--- src/rtl/uart_pkg.sv ---
// Shared UART definitions: data width and state encodings for the
// transmitter and the byte feeder that sits in front of it.
package uart_pkg;

    localparam int UART_DATA_W = 8;

    // Feeder handshake sequencer states.
    typedef enum logic [1:0] {
        IDLE  = 2'd0,
        ISSUE = 2'd1,
        WAIT  = 2'd2
    } feeder_state_e;

    // Transmitter frame states (start bit, 8 data bits LSB first, stop bit).
    typedef enum logic [1:0] {
        TX_IDLE      = 2'd0,
        TX_START_BIT = 2'd1,
        TX_DATA_BITS = 2'd2,
        TX_STOP_BIT  = 2'd3
    } tx_state_e;

endpackage

--- src/rtl/uart8_tx_feeder_if.sv ---
// System-side push/flush/status signals plus the transmitter handshake.
// master = system/transmitter side, slave = the feeder.
interface uart8_tx_feeder_if #(
    parameter int DEPTH = 16
) ();
    import uart_pkg::*;

    localparam int ADDR_W = $clog2(DEPTH);

    logic                   wr_en;
    logic [UART_DATA_W-1:0] wr_data;
    logic                   flush;
    logic                   full;
    logic                   empty;
    logic [ADDR_W:0]        level;
    logic                   overflow;
    logic                   tx_start;
    logic [UART_DATA_W-1:0] tx_data;
    logic                   tx_busy;
    logic                   tx_done;

    modport master (
        output wr_en, wr_data, flush, tx_busy, tx_done,
        input  full, empty, level, overflow, tx_start, tx_data
    );

    modport slave (
        input  wr_en, wr_data, flush, tx_busy, tx_done,
        output full, empty, level, overflow, tx_start, tx_data
    );

endinterface

--- src/rtl/uart_byte_fifo.sv ---
// Synchronous byte FIFO with registered full/empty/level.
// Pushes into a full FIFO are ignored; flush drops everything queued and
// wins over a same-cycle push or pop.
module uart_byte_fifo
    import uart_pkg::*;
#(
    parameter int DEPTH  = 16,
    parameter int ADDR_W = $clog2(DEPTH)
) (
    input  logic                   clk,
    input  logic                   rst,
    input  logic                   push,
    input  logic [UART_DATA_W-1:0] push_data,
    input  logic                   pop,
    input  logic                   flush,
    output logic [UART_DATA_W-1:0] rd_data,
    output logic                   full,
    output logic                   empty,
    output logic [ADDR_W:0]        level
);

    localparam logic [ADDR_W:0]   LVL_FULL = (ADDR_W+1)'(DEPTH);
    localparam logic [ADDR_W:0]   LVL_ONE  = (ADDR_W+1)'(1);
    localparam logic [ADDR_W-1:0] PTR_ONE  = ADDR_W'(1);

    logic [UART_DATA_W-1:0] mem [DEPTH];
    logic [ADDR_W-1:0]      wr_ptr_q, wr_ptr_d;
    logic [ADDR_W-1:0]      rd_ptr_q, rd_ptr_d;
    logic [ADDR_W:0]        level_q, level_d;
    logic                   full_q, full_d;
    logic                   empty_q, empty_d;
    logic                   do_push, do_pop;

    // Next pointer/level state; full/empty derived from the next level so they stay registered.
    always_comb begin
        do_push  = push && !full_q && !flush;
        do_pop   = pop && !empty_q && !flush;
        wr_ptr_d = wr_ptr_q;
        rd_ptr_d = rd_ptr_q;
        level_d  = level_q;
        if (flush) begin
            rd_ptr_d = wr_ptr_q;
            level_d  = '0;
        end else begin
            if (do_push) wr_ptr_d = wr_ptr_q + PTR_ONE;
            if (do_pop)  rd_ptr_d = rd_ptr_q + PTR_ONE;
            case ({do_push, do_pop})
                2'b10:   level_d = level_q + LVL_ONE;
                2'b01:   level_d = level_q - LVL_ONE;
                default: level_d = level_q;
            endcase
        end
        full_d  = (level_d == LVL_FULL);
        empty_d = (level_d == '0);
    end

    // Pointer and status registers.
    always_ff @(posedge clk or posedge rst) begin
        if (rst) begin
            wr_ptr_q <= '0;
            rd_ptr_q <= '0;
            level_q  <= '0;
            full_q   <= 1'b0;
            empty_q  <= 1'b1;
        end else begin
            wr_ptr_q <= wr_ptr_d;
            rd_ptr_q <= rd_ptr_d;
            level_q  <= level_d;
            full_q   <= full_d;
            empty_q  <= empty_d;
        end
    end

    // Byte storage; contents need no reset since level gates every read.
    always_ff @(posedge clk) begin
        if (do_push) mem[wr_ptr_q] <= push_data;
    end

    assign rd_data = mem[rd_ptr_q];
    assign full    = full_q;
    assign empty   = empty_q;
    assign level   = level_q;

endmodule

--- src/rtl/uart8_tx_feeder.sv ---
// Byte-buffering front end for the 8-bit UART transmitter. Queues bytes in
// a FIFO and hands them one at a time to the transmitter's start/done/busy
// handshake. All outputs are registered.
module uart8_tx_feeder
    import uart_pkg::*;
#(
    parameter int DEPTH = 16
) (
    input  logic                  clk,
    input  logic                  rst,
    uart8_tx_feeder_if.slave      bus
);

    localparam int ADDR_W = $clog2(DEPTH);

    feeder_state_e          state_q, state_d;
    logic                   tx_start_q, tx_start_d;
    logic [UART_DATA_W-1:0] tx_data_q, tx_data_d;
    logic                   overflow_q, overflow_d;
    logic                   pop;
    logic [UART_DATA_W-1:0] fifo_rd_data;
    logic                   fifo_full;
    logic                   fifo_empty;
    logic [ADDR_W:0]        fifo_level;

    uart_byte_fifo #(
        .DEPTH (DEPTH)
    ) u_fifo (
        .clk       (clk),
        .rst       (rst),
        .push      (bus.wr_en),
        .push_data (bus.wr_data),
        .pop       (pop),
        .flush     (bus.flush),
        .rd_data   (fifo_rd_data),
        .full      (fifo_full),
        .empty     (fifo_empty),
        .level     (fifo_level)
    );

    // Handshake sequencing: pop and launch a byte only when the transmitter is idle,
    // then hold off until it reports done. A done outside WAIT is meaningless and dropped.
    always_comb begin
        state_d    = state_q;
        tx_start_d = 1'b0;
        tx_data_d  = '0;
        pop        = 1'b0;
        // A push refused for lack of room; a flush-killed push is not an overflow.
        overflow_d = bus.wr_en && fifo_full && !bus.flush;
        case (state_q)
            IDLE: begin
                if (!fifo_empty && !bus.tx_busy) begin
                    state_d    = ISSUE;
                    tx_start_d = 1'b1;
                    tx_data_d  = fifo_rd_data;
                    pop        = 1'b1;
                end
            end
            ISSUE:   state_d = WAIT;
            WAIT:    if (bus.tx_done) state_d = IDLE;
            default: state_d = IDLE;
        endcase
    end

    // FSM state and registered handshake/overflow outputs.
    always_ff @(posedge clk or posedge rst) begin
        if (rst) begin
            state_q    <= IDLE;
            tx_start_q <= 1'b0;
            tx_data_q  <= '0;
            overflow_q <= 1'b0;
        end else begin
            state_q    <= state_d;
            tx_start_q <= tx_start_d;
            tx_data_q  <= tx_data_d;
            overflow_q <= overflow_d;
        end
    end

    assign bus.full     = fifo_full;
    assign bus.empty    = fifo_empty;
    assign bus.level    = fifo_level;
    assign bus.overflow = overflow_q;
    assign bus.tx_start = tx_start_q;
    assign bus.tx_data  = tx_data_q;

endmodule

--- src/flat_wrapper.sv ---
// flat-port wrapper written by rule: the top's interface ports become plain ports
module uart8_tx_feeder_flat import uart_pkg::*;
#(
    parameter int DEPTH = 16
)
  (clk, rst, bus_wr_en, bus_wr_data, bus_flush, bus_tx_busy, bus_tx_done, bus_full, bus_empty, bus_level, bus_overflow, bus_tx_start, bus_tx_data);
  uart8_tx_feeder_if #(.DEPTH(DEPTH)) bus_i ();
  input  logic clk;
  input  logic rst;
  input wire logic [$bits(bus_i.wr_en)-1:0] bus_wr_en;
  input wire logic [$bits(bus_i.wr_data)-1:0] bus_wr_data;
  input wire logic [$bits(bus_i.flush)-1:0] bus_flush;
  input wire logic [$bits(bus_i.tx_busy)-1:0] bus_tx_busy;
  input wire logic [$bits(bus_i.tx_done)-1:0] bus_tx_done;
  output wire logic [$bits(bus_i.full)-1:0] bus_full;
  output wire logic [$bits(bus_i.empty)-1:0] bus_empty;
  output wire logic [$bits(bus_i.level)-1:0] bus_level;
  output wire logic [$bits(bus_i.overflow)-1:0] bus_overflow;
  output wire logic [$bits(bus_i.tx_start)-1:0] bus_tx_start;
  output wire logic [$bits(bus_i.tx_data)-1:0] bus_tx_data;
  assign bus_i.wr_en = bus_wr_en;
  assign bus_i.wr_data = bus_wr_data;
  assign bus_i.flush = bus_flush;
  assign bus_i.tx_busy = bus_tx_busy;
  assign bus_i.tx_done = bus_tx_done;
  assign bus_full = bus_i.full;
  assign bus_empty = bus_i.empty;
  assign bus_level = bus_i.level;
  assign bus_overflow = bus_i.overflow;
  assign bus_tx_start = bus_i.tx_start;
  assign bus_tx_data = bus_i.tx_data;
  uart8_tx_feeder #(.DEPTH(DEPTH)) u_core (.clk(clk), .rst(rst), .bus(bus_i));
endmodule
--- config.mk ---
export PLATFORM = sky130hd
export DESIGN_NAME = uart8_tx_feeder_flat
export DESIGN_NICKNAME = d
export VERILOG_FILES = /design/src/rtl/uart_pkg.sv /design/src/rtl/uart8_tx_feeder_if.sv /design/src/rtl/uart_byte_fifo.sv /design/src/rtl/uart8_tx_feeder.sv /design/src/flat_wrapper.sv
export SDC_FILE = /design/constraint.sdc
export NUM_CORES = 1
export LEC_CHECK = 0
export ABC_AREA = 1
export ABC_CLOCK_PERIOD_IN_PS = 2950
export BUFFER_PORTS_ARGS = -buffer_cell sky130_fd_sc_hd__buf_4
export CAP_MARGIN = 5
export CORE_MARGIN = 2
export CORE_UTILIZATION = 61
export DETAILED_ROUTE_END_ITERATION = 7
export PLACE_DENSITY = 0.9
export SYNTH_ARGS = -nofsm -noshare
export SYNTH_HDL_FRONTEND = slang
export SYNTH_SLANG_ARGS = --single-unit
export TNS_END_PERCENT = 100
--- constraint.sdc ---
create_clock -name clk -period 2.95 [get_ports clk]
set_input_delay 0 -clock clk [delete_from_list [all_inputs] [get_ports clk]]
set_output_delay 0 -clock clk [all_outputs]
set_load 0.02 [all_outputs]
==> impl_metrics.py <==
metrics = {
    "status": {
        "status": "finished clean",
    },
    "routing": {
        "drc": 0,
        "avgViaCountPerCell": 6.03,
        "drtIter0Drc": 659,
        "dr_wl_met2_mm": 7.03,
        "firstDrtPassIters": 5,
        "num_vias": 4461,
        "wl_mm": 14.3,
        "wl_per_cell_um": 19.4,
        "wl_met1_mm": 5.44,
        "dr_wl_met3_mm": 1.55,
        "ant_nets": 0,
        "routed.top_layer": "met4",
    },
    "yosys": {
        "synth_seq_area_share": 0.695,
        "netlist_instances": 545,
        "netlist_top_cells_count": "128 x edfxtp_1, 90 x nor2_1, 60 x nand2_1",
        "ys_ff_latch": 155,
        "yosysMostFrequentCell": "edfxtp_1",
        "yosysTopAreaCell": "edfxtp_1",
        "synth_cell_types": 35,
        "synth_nets": 567,
        "synthDominantCellAreaShare": 0.591,
        "syn_area_per_cell_um2": 11.9,
        "synth_edf_count": 128,
        "async_flop_share": 0.174,
        "synthFlopType": "edfxtp_1",
        "synth_area_leaders": "edfxtp_1 59%, dfrtp_1 10%, nor2_1 5.2%, o21ai_1 3.5%, nand2_1 3.5%",
        "syn_area_um2": 6500,
        "synth_warnings": 0,
    },
    "global_route": {
        "grt_first_pass_wirelength_mm": 22.8,
        "grt_pass1_vias": 4390,
        "antenna_found_initial": 0,
        "grt_start_max_net_pins": 67,
        "grt_usage": 0.268,
        "overflow": 0,
    },
    "clock_tree": {
        "clk_path_buf_depth": 2,
        "cts_htree_levels": 4,
        "post_cts_resized": 0,
        "cts_buffers": 17,
        "clk_latency_ns": 0.53,
        "clk_pin_slew_ns": 0.07,
        "cts_root_buffer": "clkbuf_8",
        "cts_setup_buffers": 0,
        "tritoncts": "yes",
        "clock-sinks": 155,
        "ctsHoldBuffers": 14,
    },
    "place": {
        "port_buffers": 30,
        "dp_hpwl_mm": 8.23,
        "gp_congestion": 0.883,
        "pre_cts_ws_ns": 0.490,
    },
    "die": {
        "start_util": 0.630,
        "die_w_um": 107,
        "num_io_pins": 31,
        "row_count": 37,
        "die_h_um": 107,
        "core_area_um2": 10300,
        "dieArea_um2": 11500,
    },
    "sta": {
        "post-route-period-util": 0.873,
        "rsz0062_at_grt": "no",
        "slew-limit-headroom": 0.336,
        "fin_crit_ns": 2.58,
        "max_freq_mhz": 388,
        "hold_violations": 0,
        "worst_slew_pin_slew_ns": 0.994,
        "setup-tns-final_ns": 0,
        "slew_viol_final": 0,
        "setup_ws_ns": 0.374,
        "whs_ns": 0.273,
        "skew_ns": 0.00653,
        "setup_viol": 0,
    },
    "final_layout": {
        "area_delta_synth_final_pct": 15.2,
        "antenna_cells": 0,
        "drive_gt1_frac": 0.154,
        "finalNetCount": 613,
    },
    "setup_path": {
        "cp.required_ns": 3.41,
        "r2r_setup_slack_ns": 0.37,
        "cp-end-kind": "flop",
        "critPathLaunchType": "flop",
        "critical_path_class": "flop to flop",
        "path_max_fanout": 6,
        "cp.arrival_ns": 3.04,
    },
    "power_and_ir_drop": {
        "pwr-share-clk": 0.300,
        "p_leak_nw": 2.80,
        "pwr_density_cell_nw_per_um2": 908,
        "seq_power_share": 0.403,
        "p_int_mw": 4.35,
        "p_comb_frac": 0.296,
        "p_switching_mw": 2.45,
        "switching_share": 0.360,
        "vdd_ir_drop_max_v": 0.000705,
        "power_mw": 6.80,
    },
    "worst_hold_path": {
        "hold_path_class": "primary input to async pin",
    },
    "flow_run": {
        "cap_violations": 0,
    },
}
==> worst max-delay path, stage by stage (launching register included) <==
cell     delay, ns
dfrtp_1       0.39
nor2_1        0.16
nand2_1       0.12
nor2_1        0.25
ha_1          0.36
nand2_1       0.10
inv_2         0.09
nor2_4        0.04
ha_1          0.17
inv_1         0.05
nand2_1       0.07
xnor2_1       0.21
nand2_1       0.13
a21oi_2       0.16
nand2_1       0.09
nor2_1        0.11
==> layer usage <==
layer	GRT usage	vias to the layer above
met4	0.0835	0
li1	-	2008
met2	0.429	303
met3	0.0723	35
met1	0.362	2115
met5	0	-
==> flip-flops by register name, summed over array words and instances (netlist names) <==
signal and cells:
u_core.u_fifo.level 5, u_core.state_q 2, u_core.u_fifo.mem 128, u_core.u_fifo.wr_ptr_q 4
u_core.bus.tx_start 1, u_core.u_fifo.rd_ptr_q 4, u_core.bus.tx_data 8, u_core.u_fifo.full 1
u_core.u_fifo.empty 1, u_core.bus.overflow 1
==> logic make-up after synthesis <==
family / synth area share
buffers and inverters: 0.0529
muxes: 0.00154
xor gates and xnor gates: 0.00808
adders and majority gates: 0.0154
AOI/OAI and AO/OA: 0.120
and+or+nand+nor: 0.107
DFF: 0.695
==> worst paths after layout <==
check | start | endpoint | cells after the start
min | rst | u_core.bus.tx_data[2] | 3
min in group clk | bus_tx_done | u_core.state_q[1] | 4
max | u_core.state_q[0] | u_core.u_fifo.full | 15
max in group asynchronous | rst | u_core.u_fifo.rd_ptr_q[0] | 3
max reg2reg | u_core.state_q[0] | u_core.u_fifo.full | 15
min reg2reg | u_core.u_fifo.wr_ptr_q[0] | u_core.u_fifo.wr_ptr_q[0] | 1
==> final cells by class <==
cell class	instances	area, um^2
sequential	155	4520
fill	609	2840
multi-input combinational	325	1640
timing repair buffer	54	453
clock buffer	18	418
tap	136	170
inverter	38	153
clock inverter	14	136
==> power by group through the flow <==
stage | registers, mW | clock network (mW) | logic, mW
after floorplan | 2.78 | 0 | 1.47
after global placement | 2.77 | 0 | 1.83
after detailed placement | 2.78 | 0 | 1.90
after CTS | 2.74 | 2.04 | 1.98
after global routing | 2.76 | 2.13 | 2.22
final | 2.74 | 2.04 | 2.02
==> layout by cell type, fill, tap and decap left out, drive strengths merged <==
| cell | count |
|---|---|
| xnor2 | 2 |
| a21oi | 24 |
| ha | 8 |
| o21a | 1 |
| buf | 40 |
| nand4 | 1 |
| o211ai | 8 |
| o22ai | 13 |
| nand2 | 62 |
| dfrtp | 26 |
| mux2i | 1 |
| nand3 | 15 |
| nor2 | 91 |
| bufinv | 1 |
| clkbuf | 18 |
| nor3 | 3 |
| clkinvlp | 4 |
| clkinv | 5 |
| dfstp | 1 |
| edfxtp | 128 |
| o21ai | 89 |
| o221ai | 2 |
| dlygate4sd3 | 14 |
| a22oi | 1 |
| inv | 42 |
| xor2 | 4 |
==> metrics by stage <==
stage / utilization / instance area, um^2 / instances
2_1_floorplan: - / 6500 / 545
3_3_place_gp: 0.658 / 6790 / 694
3_5_place_dp: 0.658 / 6790 / 694
4_1_cts: 0.725 / 7490 / 740
5_1_grt: 0.725 / 7490 / 740
6_report: 0.725 / 7490 / 740
Power figures use the tool's default switching activity.
